--- src/rtl/multiplexer_n_to_1_rr.sv ---
// Registered N-to-1 valid/ready stream mux with fixed-select or round-robin arbitration.
// Optional packet lock (in_last/out_last ports) enabled by defining MUX_PKT_LOCK_EN.
module multiplexer_n_to_1_rr #(
    parameter int unsigned WIDTH    = 8,
    parameter int unsigned CHANNELS = 4,
    parameter int unsigned SEL_W    = $clog2(CHANNELS)
) (
    input  logic                      clk,
    input  logic                      rst_n,
    input  logic                      mode,
    input  logic [SEL_W-1:0]          sel,
    input  logic [CHANNELS*WIDTH-1:0] in_data,
    input  logic [CHANNELS-1:0]       in_valid,
`ifdef MUX_PKT_LOCK_EN
    input  logic [CHANNELS-1:0]       in_last,
`endif
    output logic [CHANNELS-1:0]       in_ready,
    output logic [WIDTH-1:0]          out_data,
    output logic [SEL_W-1:0]          out_chan,
    output logic                      out_valid,
`ifdef MUX_PKT_LOCK_EN
    output logic                      out_last,
`endif
    input  logic                      out_ready
);

    logic [SEL_W-1:0] ptr_q;
    logic [SEL_W-1:0] ptr_next_c;
    logic             ptr_adv_c;

    logic             load_c;
    logic             xfer_c;
    logic             grant_valid_c;
    logic [SEL_W-1:0] grant_idx_c;
    logic [WIDTH-1:0] grant_data_c;
    logic             grant_last_c;

    logic             fix_valid_c;
    logic [SEL_W-1:0] fix_idx_c;
    logic             rr_valid_c;
    logic [SEL_W-1:0] rr_idx_c;

    assign load_c = !out_valid || out_ready;

    // Fixed select: an out-of-range sel never matches any channel.
    always_comb begin : fixed_grant
        fix_valid_c = 1'b0;
        fix_idx_c   = '0;
        for (int unsigned i = 0; i < CHANNELS; i++) begin
            if (sel == SEL_W'(i) && in_valid[i]) begin
                fix_valid_c = 1'b1;
                fix_idx_c   = SEL_W'(i);
            end
        end
    end

    // Round-robin: first valid at or above ptr, otherwise first valid below ptr.
    always_comb begin : rr_grant
        rr_valid_c = 1'b0;
        rr_idx_c   = '0;
        for (int unsigned i = 0; i < CHANNELS; i++) begin
            if (!rr_valid_c && in_valid[i] && i >= 32'(ptr_q)) begin
                rr_valid_c = 1'b1;
                rr_idx_c   = SEL_W'(i);
            end
        end
        for (int unsigned i = 0; i < CHANNELS; i++) begin
            if (!rr_valid_c && in_valid[i] && i < 32'(ptr_q)) begin
                rr_valid_c = 1'b1;
                rr_idx_c   = SEL_W'(i);
            end
        end
    end

`ifdef MUX_PKT_LOCK_EN
    typedef enum logic {
        ST_OPEN,
        ST_LOCKED
    } lock_state_t;

    lock_state_t      lock_state_q;
    lock_state_t      lock_state_next_c;
    logic [SEL_W-1:0] lock_chan_q;
    logic [SEL_W-1:0] lock_chan_next_c;
    logic             lock_valid_c;

    always_comb begin : lock_valid
        lock_valid_c = 1'b0;
        for (int unsigned i = 0; i < CHANNELS; i++) begin
            if (lock_chan_q == SEL_W'(i) && in_valid[i]) begin
                lock_valid_c = 1'b1;
            end
        end
    end
`endif

    // Final grant; an open packet overrides mode, sel and the ptr search.
    always_comb begin : grant_sel
        grant_valid_c = 1'b0;
        grant_idx_c   = '0;
`ifdef MUX_PKT_LOCK_EN
        if (lock_state_q == ST_LOCKED) begin
            grant_valid_c = lock_valid_c;
            grant_idx_c   = lock_chan_q;
        end else
`endif
        if (mode) begin
            grant_valid_c = rr_valid_c;
            grant_idx_c   = rr_idx_c;
        end else begin
            grant_valid_c = fix_valid_c;
            grant_idx_c   = fix_idx_c;
        end
    end

    always_comb begin : grant_payload
        grant_data_c = '0;
        grant_last_c = 1'b1;
        for (int unsigned i = 0; i < CHANNELS; i++) begin
            if (grant_idx_c == SEL_W'(i)) begin
                grant_data_c = in_data[i*WIDTH +: WIDTH];
`ifdef MUX_PKT_LOCK_EN
                grant_last_c = in_last[i];
`endif
            end
        end
    end

    // in_ready is held low while reset is asserted even though load_c is then 1.
    assign xfer_c = rst_n && load_c && grant_valid_c;

    always_comb begin : ready_decode
        in_ready = '0;
        for (int unsigned i = 0; i < CHANNELS; i++) begin
            in_ready[i] = xfer_c && (grant_idx_c == SEL_W'(i));
        end
    end

    assign ptr_adv_c  = xfer_c && grant_last_c;
    assign ptr_next_c = (grant_idx_c == SEL_W'(CHANNELS - 1)) ? '0
                                                               : grant_idx_c + SEL_W'(1);

`ifdef MUX_PKT_LOCK_EN
    always_comb begin : lock_next
        lock_state_next_c = lock_state_q;
        lock_chan_next_c  = lock_chan_q;
        if (xfer_c) begin
            if (grant_last_c) begin
                lock_state_next_c = ST_OPEN;
            end else begin
                lock_state_next_c = ST_LOCKED;
                lock_chan_next_c  = grant_idx_c;
            end
        end
    end

    always_ff @(posedge clk or negedge rst_n) begin : lock_reg
        if (!rst_n) begin
            lock_state_q <= ST_OPEN;
            lock_chan_q  <= '0;
        end else begin
            lock_state_q <= lock_state_next_c;
            lock_chan_q  <= lock_chan_next_c;
        end
    end

    always_ff @(posedge clk or negedge rst_n) begin : last_reg
        if (!rst_n) begin
            out_last <= 1'b0;
        end else if (xfer_c) begin
            out_last <= grant_last_c;
        end
    end
`endif

    // Output register: loads a new beat, drains to empty, or holds under backpressure.
    always_ff @(posedge clk or negedge rst_n) begin : out_reg
        if (!rst_n) begin
            out_valid <= 1'b0;
            out_data  <= '0;
            out_chan  <= '0;
        end else if (load_c) begin
            out_valid <= grant_valid_c;
            if (grant_valid_c) begin
                out_data <= grant_data_c;
                out_chan <= grant_idx_c;
            end
        end
    end

    always_ff @(posedge clk or negedge rst_n) begin : ptr_reg
        if (!rst_n) begin
            ptr_q <= '0;
        end else if (ptr_adv_c) begin
            ptr_q <= ptr_next_c;
        end
    end

endmodule

--- config.mk ---
export PLATFORM = sky130hd
export DESIGN_NAME = multiplexer_n_to_1_rr
export DESIGN_NICKNAME = d
export VERILOG_FILES = /design/src/rtl/multiplexer_n_to_1_rr.sv
export SDC_FILE = /design/constraint.sdc
export NUM_CORES = 1
export LEC_CHECK = 0
export ABC_AREA = 1
export CORE_ASPECT_RATIO = 1.5
export CORE_MARGIN = 8
export CORE_UTILIZATION = 38
export CTS_CLUSTER_DIAMETER = 60
export DETAILED_ROUTE_END_ITERATION = 8
export GPL_TIMING_DRIVEN = 0
export PLACE_DENSITY = 0.79
export SYNTH_ARGS = -nofsm -noshare
export SYNTH_HDL_FRONTEND = slang
export SYNTH_SLANG_ARGS = --single-unit
--- constraint.sdc ---
create_clock -name clk -period 2.8 [get_ports clk]
set_input_delay 0.56 -clock clk [delete_from_list [all_inputs] [get_ports clk]]
set_output_delay 0.56 -clock clk [all_outputs]
set_load 0.02 [all_outputs]
==> reports/qor.csv, run 1 <==
stage,metric,value,unit
run_status,status,"finished, final reports clean",
yosys,synth_ff_type,dfrtp_1,
critical_path,start_kind,input pin,
yosys,synth-simple-area-share,43.7,%
critical_path,worst_r2r_endpoint,out_data[0]$_DFFE_PN0P_,
yosys,syn-instance-count,168,
cts,clk_latency,0.24,ns
floorplan,die_h,81.0,um
yosys,synth.distinct_cells,20,
yosys,synth_warnings,0,
floorplan,io_pins,57,
floorplan,core,0.00268,mm2
critical_path,crit_path_end_kind,primary output,
routing,vias,1250,
routing,drc,0,
cts,path_clk_slew,0.06,ns
routing,postRouteAntennaNets,0,
final_layout,fin_nets,278,
placement,hpwl,2.85,mm
critical_path,r2r_start,ptr_q[0]$_DFFE_PN0P_,
global_route,grt_pass1_vias,1221,
final_layout,fin_cells,268,
floorplan,start_util,40.0,%
run,cap_violations,0,
placement,gp_congestion,0.774,
yosys,synth_compound_area_share,12.1,%
cts,cts_buffers,3,
critical_path,slowest_delay,0.45,ns
cts,cts_hold_buf,0,
timing,finalSetupTns,0,ns
placement,placed_cells,261,
yosys,async_flop_share,100,%
yosys,yosysTopAreaCellShare,30.4,%
timing,slew_headroom,56.7,%
timing,whs,0.453,ns
yosys,muxShareOfSynthArea,0,%
power,power_leakage,0.871,nW
power,ir_drop,0.000423,V
floorplan,rows,23,
global_route,grt_max_degree,17,
yosys,synthXorXnorAreaFrac,0,%
timing,fmax,375,MHz
global_route,grt_overflow,0,
routing,drt_iter0_drc,13,
critical_path,reg2reg_depth,18,
placement,port_buffers,56,
yosys,synth_edf_count,0,
critical_path,crit_slowest_cell,clkdlybuf4s50_1,
global_route,antenna_found_initial,0,
yosys,yosys.area.top_type,dfrtp_1,
power,p_sw_share,39.0,%
yosys,synth_seq_cells,13,
cts,cts.sinks,13,
global_route,grt_pass1_wl,5.26,mm
timing,rsz0062_at_grt,yes,
timing,setup_violations,0,
yosys,synth.avg_cell_area,6.38,um2
yosys,synthTopCellsByArea,"dfrtp_1 30%, nand2_1 24%, inv_1 6.0%, o21ai_0 5.6%, ha_1 4.7%",
cts,cts_buffer_depth,2,
critical_path,arrival,2.10,ns
timing,slew_viol_final,0,
routing,first_pass_iters,4,
critical_path,cp_cell_sequence,clkdlybuf4s50_1 > inv_1 > nand2_1 > nor2_2 > inv_1 > nand2_2 > inv_1 > ha_1 > buf_6 > inv_4 > nor2_1 > buf_4,
cts,root_buffer,clkbuf_8,
critical_path,worst-setup-path-type,in2out,
routing,wl_per_cell,13.0,um
routing,wl,3.48,mm
power,switchingPower,0.365,mW
yosys,synth_fa_ha_area_share,4.67,%
critical_path,cp_max_fo,9,
worst_hold_path,hp-class,in2async,
placement,dpl-instance-area,0.00168,mm2
power,share_seq_of_total_power,29.1,%
power,power,0.937,mW
timing,min_period_over_period,95.2,%
power,p_comb_share,53.0,%
global_route,grt_use_total,13.7,%
yosys,syn-cell-area,0.00107,mm2
yosys,yosysSeqAreaShare,30.4,%
final_layout,drive_above_1_share,15.2,%
yosys,synth_top_family_by_area,simple AND/OR/NAND/NOR gates,
floorplan,die_width,59.3,um
timing,worst_slew_pin_slew,0.650,ns
final_layout,final_cell_area,0.00177,mm2
critical_path,crit_family,buffers and inverters,
critical_path,path_common_cell,inv_1,
power,power.density,530,mW/mm2
timing,fin_worst_skew,0.00105,ns
critical_path,r2r_slack,0.44,ns
timing,hold_viol,0,
yosys,synth_nets,214,
power,p_int,0.572,mW
critical_path,worst-path-buf-inv,7,
timing,period_needed,2.66,ns
final_layout,fill_cells,252,
cts,tritoncts,yes,
power,clockPowerShare,18.0,%
floorplan,dieArea,0.00481,mm2
cts,cts-htree-levels,1,
final_layout,syn_to_final_growth,65.0,%
final_layout,antenna_cells,0,
critical_path,required,2.24,ns
routing,vias_per_cell,4.66,
[synth_stat cells, types with 2 or more instances]
| library cell | number |
|---|---|
| nor2_4 | 3 |
| dfrtp_1 | 13 |
| nor2_1 | 9 |
| o21ai_0 | 12 |
| nand3_1 | 10 |
| buf_2 | 3 |
| ha_1 | 4 |
| nand2_1 | 68 |
| inv_1 | 17 |
| o21ai_1 | 6 |
| nand2_2 | 6 |
| nand4_1 | 2 |
| a21oi_1 | 8 |
[power by group through the flow]
stage                     sequential [mW]  combinational [mW]  clock (mW)
after floorplan                     0.329               0.211           0
after global placement              0.276               0.473           0
after detailed placement            0.274               0.481           0
after CTS                           0.273               0.493       0.168
after global routing                0.279               0.548       0.176
final                               0.272               0.496       0.168
[flip-flops by register name, indices dropped and copies added, names as in the netlist]
name and count:
ptr_q 2, out_valid 1, out_data 8, out_chan 2
[routing by layer]
layer / wire (um) / global-route usage, % / up-vias / part of all wire [%]
met4: 6 / 2.88 / 0 / 0.17
met2: 2020 / 27.2 / 27 / 58
met5: 0 / 0 / - / 0
met3: 196 / 2.84 / 2 / 5.6
met1: 1260 / 13.7 / 568 / 36
li1: - / - / 653 / -
[final cells by class]
class | count | area, um2 | share of cell area, %
plain buffers | 4 | 45.0 | 2.55
clock buffers | 3 | 41.3 | 2.34
clock inverters | 1 | 5.00 | 0.283
inverters | 18 | 70.1 | 3.97
multi-input cells | 132 | 658 | 37.3
flip-flops and latches | 13 | 325 | 18.4
well taps | 37 | 46.3 | 2.62
repair buffers | 60 | 576 | 32.6
[placed cells by master (no fill, tap or decap), types with 2 or more instances in the layout]
cell,instances
dfrtp_1,13
inv_1,15
dlygate4sd2_1,4
a21oi_1,8
nor2_1,7
nor2_2,2
buf_4,7
clkbuf_8,3
nand4_1,2
nand2_2,8
nand2_1,66
o21ai_0,12
buf_6,4
ha_1,4
inv_2,2
nand3_1,10
clkdlybuf4s50_1,46
nor2_4,3
o21ai_1,6
[cells by family (layout without fill, tap and decap cells)]
logic type	count (synthesis)	in the layout
flip-flops	13	13
adder cells (fa/ha/maj)	4	4
buffers and inverters	23	86
AND/OR/NAND/NOR	102	102
AO/OA/AOI/OAI	26	26
[worst max-delay path by stage]
stage | depth (start not counted) | endpoint | slack [ns] | startpoint
global placement | 14 | in_ready[3] | -1.0 | in_valid[1]
detailed placement | 14 | in_ready[3] | -1.02 | in_valid[1]
floorplan | 12 | in_ready[3] | 0.19 | in_valid[1]
global route | 16 | out_data[0]$_DFFE_PN0P_ | 0.0008 | sel[1]
finish | 12 | in_ready[2] | 0.14 | mode
CTS | 13 | in_ready[2] | 0.006 | sel[0]
[metrics by stage]
stage	utilization, %	setup slack (ns)
2_1_floorplan	-	0.186
3_3_place_gp	62.7	-0.996
5_1_grt	66.0	0.000818
4_1_cts	64.9	0.00589
3_5_place_dp	62.7	-1.02
6_report	66.0	0.135
[what timing repair did]
action / in CTS / in global routing
pin swaps: 2 / 6
setup buffers: 1 / 3
resized for setup: 31 / 7
setup endpoints to repair: 4 / 4
Power figures use the tool's default switching activity.
==> inputs of run 2 (changes only) <==
--- a/config.mk
+++ b/config.mk
@@ -13,6 +13,8 @@
 export DETAILED_ROUTE_END_ITERATION = 8
 export GPL_TIMING_DRIVEN = 0
 export PLACE_DENSITY = 0.79
+export SETUP_SLACK_MARGIN = 0.4
 export SYNTH_ARGS = -nofsm -noshare
 export SYNTH_HDL_FRONTEND = slang
 export SYNTH_SLANG_ARGS = --single-unit
+export TNS_END_PERCENT = 10
==> run 2 against run 1 <==
Net effect:
- clock skew grew 0.00092 ns
- utilization grew 6.9 points
- combinational power grew 16%
- critical path depth grew 1
- setup slack gained 0.23 ns
- sequential share of layout area shrank 1.7 points
- wire length grew 13%
- worst hold slack lost 0.13 ns
- via count grew 8.2%
- clock power shrank 4%
- non-clock buffer count grew 12
- critical path type unchanged
- critical endpoint is now in_ready[3]
==> reports/qor.csv, run 2 (same netlist as run 1, synthesis figures left out) <==
stage,metric,value,unit
timing,fin_worst_skew,0.00197,ns
global_route,grt_pass1_wl,5.99,mm
global_route,grt_max_degree,16,
cts,tritoncts,yes,
routing,vias_per_cell,4.83,
final_layout,antenna_cells,0,
routing,first_pass_iters,4,
critical_path,r2r_slack,0.45,ns
final_layout,largest_register_ff_count,8,
floorplan,start_util,40.0,%
critical_path,worst-setup-path-type,in2out,
critical_path,r2r_start,ptr_q[0]$_DFFE_PN0P_,
cts,cts-htree-levels,1,
final_layout,syn_to_final_growth,82.1,%
floorplan,die_width,59.3,um
global_route,grt_use_total,15.6,%
timing,setup_violations,0,
global_route,grt_pass1_vias,1394,
power,ir_drop,0.000380,V
routing,vias,1353,
final_layout,top_regs,"out_data x8, out_chan x2, ptr_q x2",
final_layout,final_cell_area,0.00195,mm2
timing,finalWorstSetupSlack,0.364,ns
final_layout,fin_nets,290,
timing,hold_viol,0,
critical_path,reg2reg_depth,18,
cts,cts_buffers,3,
critical_path,required,2.24,ns
worst_hold_path,hp-class,in2async,
timing,fmax,410,MHz
floorplan,io_pins,57,
global_route,antenna_found_initial,0,
floorplan,dieArea,0.00481,mm2
critical_path,arrival,1.88,ns
routing,wl,3.93,mm
power,power_leakage,0.939,nW
final_layout,mostFrequentLayoutCells,"63 x nand2_1, 44 x clkdlybuf4s50_1, 15 x buf_4",
routing,drt_iter0_drc,13,
critical_path,start_kind,input pin,
timing,min_period_over_period,87.0,%
timing,rsz0062_at_grt,yes,
cts,path_clk_slew,0.05,ns
power,power,1.01,mW
final_layout,fill_cells,224,
floorplan,rows,23,
placement,dpl-instance-area,0.00169,mm2
final_layout,multi_input_area,751,um2
global_route,grt_overflow,0,
timing,slew_viol_final,0,
timing,worst_slew_pin_slew,0.365,ns
routing,wl_per_cell,14.0,um
final_layout,fin_cells,280,
routing,drc,0,
cts,cts.sinks,13,
final_layout,drive_above_1_share,28.8,%
timing,slew_headroom,75.6,%
run,cap_violations,0,
final_layout,regMostFlops,out_data,
critical_path,worst_r2r_endpoint,out_data[7]$_DFFE_PN0P_,
placement,dp_slack,-0.866,ns
placement,gp_congestion,0.775,
timing,whs,0.321,ns
run_status,status,"finished, final reports clean",
cts,cts_hold_buf,0,
cts,root_buffer,clkbuf_8,
final_layout,seq_area,325,um2
placement,placed_cells,261,
routing,postRouteAntennaNets,0,
placement,port_buffers,56,
cts,cts_buffer_depth,2,
final_layout,layout_commonest_cell,nand2_1,
cts,clk_latency,0.24,ns
critical_path,cp_max_fo,4,
critical_path,crit_path_end_kind,primary output,
timing,period_needed,2.44,ns
placement,hpwl,2.89,mm
power,power.density,519,mW/mm2
floorplan,die_h,81.0,um
floorplan,core,0.00268,mm2
-- run 2: final cells by class --
type,count,share of cell area (%)
flip-flops and latches,13,16.7
multi-input cells,132,38.5
repair buffers,71,33.2
plain buffers,5,3.08
inverters,18,3.85
well taps,37,2.37
clock buffers,4,2.31
-- run 2: worst max-delay path by stage --
stage                         startpoint          end  slack, ns  depth (start not counted)
floorplan                    in_valid[1]  in_ready[2]       0.40                         11
global placement             in_valid[1]  in_ready[3]      -0.85                         14
detailed placement           in_valid[1]  in_ready[3]      -0.87                         14
CTS                 ptr_q[1]$_DFFE_PN0P_  in_ready[3]       0.33                         14
global route                        mode  in_ready[2]       0.27                         12
finish                              mode  in_ready[3]       0.36                         13
-- run 2: worst max-delay path, stage by stage --
cell and delay [ns]:
clkdlybuf4s15_1 0.24, inv_2 0.08, nand2_1 0.05, nor2_1 0.12
inv_1 0.07, nand2_2 0.12, inv_4 0.06, ha_4 0.15
buf_6 0.11, buf_8 0.11, inv_4 0.05, nor2_4 0.03
buf_6 0.12
-- run 2: stage by stage --
step                      setup TNS, ns  utilization [%]
after floorplan                       0                -
after global placement            -3.83             63.1
after detailed placement          -4.01             63.1
after CTS                             0             71.1
after global routing                  0             72.9
final                                 0             72.9
-- run 2: per-layer routing --
layer	routed length (um)	track usage [%]	part of all wire [%]
met5	0	0	0
met4	132	6.73	3.4
met3	220	3.95	5.6
met2	2260	29.2	58
met1	1320	15.4	33
-- run 2: power breakdown --
part	total (mW)	leakage (nW)	switching, mW	internal (mW)
Combinational	0.574	0.756	0.299	0.275
Clock	0.162	0.0228	0.0620	0.100
Sequential	0.276	0.161	0.0356	0.240
Total	1.01	0.939	0.397	0.615
-- run 2: repair_timing --
action                     4_1_cts  5_1_grt
resized for setup               69       21
gates cloned                     0        0
setup buffers                   14        1
setup endpoints to repair       12       12
pin swaps                       11       17
